File: src/rtl/bcd_pkg.sv
// Shared BCD constants and the active-low 7-segment decode used by the counter/scan block.
package bcd_pkg;

  localparam logic [3:0] BCD_MAX = 4'd9;

  // Segment order {dp,g,f,e,d,c,b,a}, active-low, dp always off.
  localparam logic [7:0] SEG_0     = 8'hC0;
  localparam logic [7:0] SEG_1     = 8'hF9;
  localparam logic [7:0] SEG_2     = 8'hA4;
  localparam logic [7:0] SEG_3     = 8'hB0;
  localparam logic [7:0] SEG_4     = 8'h99;
  localparam logic [7:0] SEG_5     = 8'h92;
  localparam logic [7:0] SEG_6     = 8'h82;
  localparam logic [7:0] SEG_7     = 8'hF8;
  localparam logic [7:0] SEG_8     = 8'h80;
  localparam logic [7:0] SEG_9     = 8'h90;
  localparam logic [7:0] SEG_BLANK = 8'hFF;

  function automatic logic [7:0] bcd_to_seg(input logic [3:0] d);
    logic [7:0] s;
    case (d)
      4'd0:    s = SEG_0;
      4'd1:    s = SEG_1;
      4'd2:    s = SEG_2;
      4'd3:    s = SEG_3;
      4'd4:    s = SEG_4;
      4'd5:    s = SEG_5;
      4'd6:    s = SEG_6;
      4'd7:    s = SEG_7;
      4'd8:    s = SEG_8;
      4'd9:    s = SEG_9;
      default: s = SEG_BLANK;
    endcase
    return s;
  endfunction

endpackage

File: src/rtl/bcd_digit.sv
// One BCD decade step: combinational increment/decrement with carry/borrow in and out.
// cin is a carry when up=1 and a borrow when up=0; with cin=0 the digit passes through.
module bcd_digit
  import bcd_pkg::*;
(
  input  logic [3:0] d,
  input  logic       up,
  input  logic       cin,
  output logic [3:0] q_next,
  output logic       cout
);

  always_comb begin
    q_next = d;
    cout   = 1'b0;
    if (cin) begin
      if (up) begin
        if (d >= BCD_MAX) begin
          q_next = 4'd0;
          cout   = 1'b1;
        end else begin
          q_next = d + 4'd1;
        end
      end else begin
        if (d == 4'd0) begin
          q_next = BCD_MAX;
          cout   = 1'b1;
        end else begin
          q_next = d - 4'd1;
        end
      end
    end
  end

endmodule

File: src/rtl/bcd_counter_scan.sv
// Multi-decade BCD up/down counter with sanitising parallel load and a
// time-multiplexed active-low 7-segment scan driver.
module bcd_counter_scan
  import bcd_pkg::*;
#(
  parameter int DIGITS   = 4,
  parameter int SCAN_DIV = 1000
) (
  input  logic                  clk,
  input  logic                  rst,
  input  logic                  load,
  input  logic                  en,
  input  logic                  up,
  input  logic [4*DIGITS-1:0]   data,
  output logic [4*DIGITS-1:0]   count,
  output logic                  tc,
  output logic                  load_err,
  output logic [7:0]            seg,
  output logic [DIGITS-1:0]     an
);

  localparam int W    = 4 * DIGITS;
  localparam int IDXW = (DIGITS > 1) ? $clog2(DIGITS) : 1;
  localparam int PW   = $clog2(SCAN_DIV);

  logic [W-1:0]      count_q, count_d;
  logic              load_err_q, load_err_d;
  logic [7:0]        seg_q, seg_d;
  logic [DIGITS-1:0] an_q, an_d;
  logic [PW-1:0]     presc_q, presc_d;
  logic [IDXW-1:0]   idx_q, idx_d;

  logic [W-1:0]      step;
  logic [DIGITS:0]   carry;
  logic [W-1:0]      load_val;
  logic              load_bad;
  logic              presc_wrap;
  logic [3:0]        cur_digit;

  // Chain always requests a step; the final carry-out therefore means every
  // decade was at its terminal value (all 9 up, all 0 down).
  assign carry[0] = 1'b1;

  for (genvar g = 0; g < DIGITS; g++) begin : g_digit
    bcd_digit u_digit (
      .d      (count_q[4*g +: 4]),
      .up     (up),
      .cin    (carry[g]),
      .q_next (step[4*g +: 4]),
      .cout   (carry[g+1])
    );
  end

  always_comb begin
    load_val = '0;
    load_bad = 1'b0;
    for (int i = 0; i < DIGITS; i++) begin
      if (data[4*i +: 4] > BCD_MAX) begin
        load_bad = 1'b1;
      end else begin
        load_val[4*i +: 4] = data[4*i +: 4];
      end
    end
  end

  always_comb begin
    count_d    = count_q;
    load_err_d = 1'b0;
    if (load) begin
      count_d    = load_val;
      load_err_d = load_bad;
    end else if (en) begin
      count_d = step;
    end
  end

  assign tc = en & ~load & carry[DIGITS];

  always_comb begin
    presc_wrap = (presc_q == PW'(SCAN_DIV - 1));
    presc_d    = presc_wrap ? '0 : presc_q + PW'(1);
    idx_d      = idx_q;
    if (DIGITS == 1) begin
      idx_d = '0;
    end else if (presc_wrap) begin
      idx_d = (idx_q == IDXW'(DIGITS - 1)) ? '0 : idx_q + IDXW'(1);
    end
  end

  // Display uses the registered count, so seg trails a count change by a cycle.
  always_comb begin
    cur_digit = 4'd0;
    for (int i = 0; i < DIGITS; i++) begin
      if (IDXW'(i) == idx_q) begin
        cur_digit = count_q[4*i +: 4];
      end
    end
    seg_d = bcd_to_seg(cur_digit);
    an_d  = ~(DIGITS'(1) << idx_q);
  end

  always_ff @(posedge clk or posedge rst) begin
    if (rst) begin
      count_q    <= '0;
      load_err_q <= 1'b0;
      seg_q      <= SEG_BLANK;
      an_q       <= '1;
      presc_q    <= '0;
      idx_q      <= '0;
    end else begin
      count_q    <= count_d;
      load_err_q <= load_err_d;
      seg_q      <= seg_d;
      an_q       <= an_d;
      presc_q    <= presc_d;
      idx_q      <= idx_d;
    end
  end

  assign count    = count_q;
  assign load_err = load_err_q;
  assign seg      = seg_q;
  assign an       = an_q;

endmodule
File: config.mk
export PLATFORM = sky130hd
export DESIGN_NAME = bcd_counter_scan
export DESIGN_NICKNAME = d
export VERILOG_FILES = /design/src/rtl/bcd_pkg.sv /design/src/rtl/bcd_digit.sv /design/src/rtl/bcd_counter_scan.sv
export SDC_FILE = /design/constraint.sdc
export NUM_CORES = 1
export LEC_CHECK = 0
export ABC_AREA = 1
export CORE_UTILIZATION = 45
export CTS_CLUSTER_SIZE = 24
export DETAILED_ROUTE_END_ITERATION = 8
export GPL_TIMING_DRIVEN = 0
export PLACE_DENSITY = 0.7
export SYNTH_ARGS = -nofsm -noshare
export SYNTH_HDL_FRONTEND = slang
export SYNTH_SLANG_ARGS = --single-unit
File: constraint.sdc
create_clock -name clk -period 2.09 [get_ports clk]
set_input_delay 0.3135 -clock clk [delete_from_list [all_inputs] [get_ports clk]]
set_output_delay 0.3135 -clock clk [all_outputs]
set_load 0.01 [all_outputs]
==> flow_summary.json <==
{
  "status": "complete, but fails checks",
  "violations_in_the_final_reports": "setup timing",
  "core.rowCount": 29,
  "tritoncts": "built",
  "cp_num_buf_inv": 3,
  "drt-total-wl_mm": 8.00,
  "timing.rr.start": "count[4]",
  "p_per_area_nw_per_um2": 806,
  "final_report_setup_violation_count": 1,
  "post-dp-hpwl_mm": 5.33,
  "most_common_library_cell_in_the_layout_ignoring_fill_and_taps": "sky130_fd_sc_hd__nand2_1",
  "setup_repair_after_global_routing_missed_its_margin": "true",
  "crit_path_start": "count[4]",
  "setup_slack_ps": -24.3,
  "max_stage_delay_ps": 450,
  "post_synth_top_flop": "sky130_fd_sc_hd__dfrtp_1",
  "synthDominantCellAreaShare": 0.243,
  "worst-setup-path-type": "register to output port",
  "drtPass1Iterations": 5,
  "remaining_global_route_overflow": 0,
  "top_usage_layer": "met2",
  "worst_rel_slew_slack": 0.430,
  "critical_path_peak_fanout": 2,
  "cellLeakagePower_nw": 1.99,
  "num_io_pins": 51,
  "regArea_um2": 1020,
  "most_used_cells_in_the_layout_excluding_fill_and_tap_cells": "107 x sky130_fd_sc_hd__nand2_1, 49 x sky130_fd_sc_hd__nand3_1, 47 x sky130_fd_sc_hd__clkdlybuf4s50_1, 36 x sky130_fd_sc_hd__inv_1, 32 x sky130_fd_sc_hd__buf_4",
  "drt_iter0_drc": 174,
  "cp_cell_sequence": "buf_6, ha_2, inv_2, nand3_2, nand2_2, nand2_2, nand2_2, nor2_4, and3b_1, buf_2",
  "yosys_warnings": 0,
  "clock_tree.buffer_depth": 2,
  "post_synth_instance_area_um2": 2980,
  "synth.top_cells.by_area": "sky130_fd_sc_hd__dfrtp_1 24%, sky130_fd_sc_hd__nand2_1 14%, sky130_fd_sc_hd__dfstp_2 9.7%, sky130_fd_sc_hd__ha_1 9.7%, sky130_fd_sc_hd__nand3_1 9.1%",
  "worst_path_most_repeated_cell": "sky130_fd_sc_hd__nand2_2",
  "crit_slowest_cell": "sky130_fd_sc_hd__dfrtp_2",
  "clock.fmax_ghz": 0.473,
  "synth_largest_area_cell": "sky130_fd_sc_hd__dfrtp_1",
  "multi_input_area_um2": 1790,
  "min_period_over_period": 1.01,
  "routed_via_density": 5.29,
  "finalCriticalPeriod_ps": 2110,
  "clk_transition_reported_paths_ps": 90,
  "grt_max_degree": 41,
  "post-route-util": 0.629,
  "avgSynthCellArea_um2": 7.29,
  "grt_pass1_wl_mm": 13.5,
  "synth_cell_type_count": 40,
  "arrival_ps": 1800,
  "port_buffers": 49,
  "final_cells": 574,
  "vias": 3035,
  "floorplan.die_area_um2": 6960,
  "grt.met2_usage": 0.394,
  "ant_nets": 0,
  "fin_nets": 540,
  "seq_area_frac_synth": 0.340,
  "grt_antenna_before_repair": 0,
  "met3_usage": 0.0447,
  "final_hold_viol_count": 0,
  "clk_root_buffer_cell": "sky130_fd_sc_hd__clkbuf_8",
  "crit_path_end_kind": "output port",
  "fin_skew_ps": 10.7,
  "initial_core_util": 0.467,
  "filler_cell_count": 548,
  "slew_violations": 0,
  "holdCritPathClass": "register to register",
  "number_of_maximum_capacitance_violations": 0,
  "worst_skew_pair.late_latency_ps": 300,
  "globalRouteMet1Util": 0.314,
  "placedCellCount": 535,
  "core_area_um2": 6390,
  "cts.htree.levels": 2,
  "diodes": 0,
  "timing.setup.tns_ps": -24.3,
  "wire_per_inst_um": 13.9,
  "detail_route.drc_violations": 0,
  "ys_seq_elements": 40,
  "worst_ep_required_time_ps": 1780,
  "power.ir.vdd_worst_mv": 0.434,
  "number_of_enable_type_register_cells_in_the_synthesized_netlist": 0,
  "timing.hold.worst.start": "presc_q[0]",
  "synthCells": 409,
  "die_y_um": 83.4,
  "worstMarginPinSlew_ps": 854,
  "first_global_vias": 2933,
  "globalRouteTotalUtil": 0.239,
  "syn_to_final_growth_pct": 34.7,
  "startpoint_type": "register",
  "synth_fp_nets": 453,
  "chipWidth_um": 83.4,
  "synth-async-reset-ratio": 1.00,
  "fraction_of_final_layout_cells_with_drive_strength_greater_than_1": 0.239,
  "cts_made_buffers": 5,
  "finalWeightedCongestion": 0.893,
  "count_of_clock_tree_sinks": 40,
  "cpLargestDelayFamily": "simple AND/OR/NAND/NOR gates"
}
==> routing by layer <==
layer / vias to the layer above / part of all wire
met5: - / 0
met4: 0 / 0.019
met3: 17 / 0.050
met2: 91 / 0.47
met1: 1415 / 0.46
li1: 1512 / -
==> final timing paths <==
kind	depth (start not counted)	slack, ps	to
setup / recovery	10	-20	tc
hold / removal	1	460	presc_q[0]
setup reg to reg	16	20	count[6]
hold reg to reg	1	460	presc_q[0]
max in group asynchronous	2	1000	count[13]
min in group asynchronous	2	500	count[2]
==> cell usage after synthesis, types with 3 or more instances <==
library cell and count:
sky130_fd_sc_hd__nand2_2 6, sky130_fd_sc_hd__o21ai_0 23, sky130_fd_sc_hd__nand3_1 54, sky130_fd_sc_hd__nand4_1 5
sky130_fd_sc_hd__xnor2_1 4, sky130_fd_sc_hd__dfstp_2 11, sky130_fd_sc_hd__nor3_1 4, sky130_fd_sc_hd__nand2_1 111
sky130_fd_sc_hd__o22ai_1 3, sky130_fd_sc_hd__a21oi_1 20, sky130_fd_sc_hd__xor2_1 7, sky130_fd_sc_hd__buf_2 5
sky130_fd_sc_hd__inv_1 48, sky130_fd_sc_hd__dfrtp_1 29, sky130_fd_sc_hd__o211ai_1 5, sky130_fd_sc_hd__nor2_1 18
sky130_fd_sc_hd__ha_1 23, sky130_fd_sc_hd__nand2_4 3, sky130_fd_sc_hd__inv_2 5
==> state kept, by name, summed over array words and instances, names as in the netlist <==
register and flops:
count 16, presc_q 10, seg 7, an 4, idx_q 2, load_err 1
==> kinds of logic (layout without fill, tap and decap cells) <==
family	count (synthesis)	in the layout	synth area share
and+or+nand+nor	211	211	0.324
buffers and inverters	65	153	0.0957
AOI/OAI and AO/OA	58	58	0.110
DFF	40	40	0.340
adders and majority gates	23	23	0.0965
xor gates and xnor gates	11	11	0.0323
other	1	1	0.00126
==> per-stage QoR <==
stage / power (W) / setup slack [ps] / area (µm²) / hold WS, ps
floorplan: 0.00188 / 286 / 2980 / 433
global placement: 0.00234 / -433 / 3570 / 452
detailed placement: 0.00236 / -450 / 3570 / 458
CTS: 0.00313 / -1.01 / 3910 / 470
global route: 0.00347 / -73.2 / 4020 / 491
finish: 0.00324 / -24.3 / 4020 / 461
==> power by group <==
group | total [W] | internal (W) | leakage (nW) | switching, W
Sequential | 0.00102 | 0.000921 | 0.475 | 0.0000983
Combinational | 0.00165 | 0.000769 | 1.47 | 0.000882
Clock | 0.000566 | 0.000270 | 0.0521 | 0.000297
Total | 0.00324 | 0.00196 | 1.99 | 0.00128
==> what timing repair did <==
action                     4_1_cts  5_1_grt
buffers inserted                24        7
setup endpoints to repair        1        9
gates resized for setup         32       23
hold endpoints to repair         0        0
hold buffers                     0        0
pin swaps                        6        7
==> layout make-up <==
| class | instances | share of cell area |
|---|---|---|
| Sequential cell | 40 | 0.255 |
| Inverter | 54 | 0.0536 |
| Multi-Input combinational cell | 304 | 0.445 |
| Tap cell | 77 | 0.0240 |
| Clock inverter | 2 | 0.00312 |
| Timing Repair Buffer | 80 | 0.179 |
| Clock buffer | 6 | 0.0206 |
| Buffer | 11 | 0.0199 |
==> worst reg2reg max path: cells and delay by family (launching register included) <==
kind                     cells  cell delay (ps)
buffers and inverters        7              820
AND/OR/NAND/NOR              7              460
adder cells (fa/ha/maj)      1              170
AO/OA/AOI/OAI                1               90
flip-flops                   1              450
No activity file was read; power rests on OpenSTA's default activity.
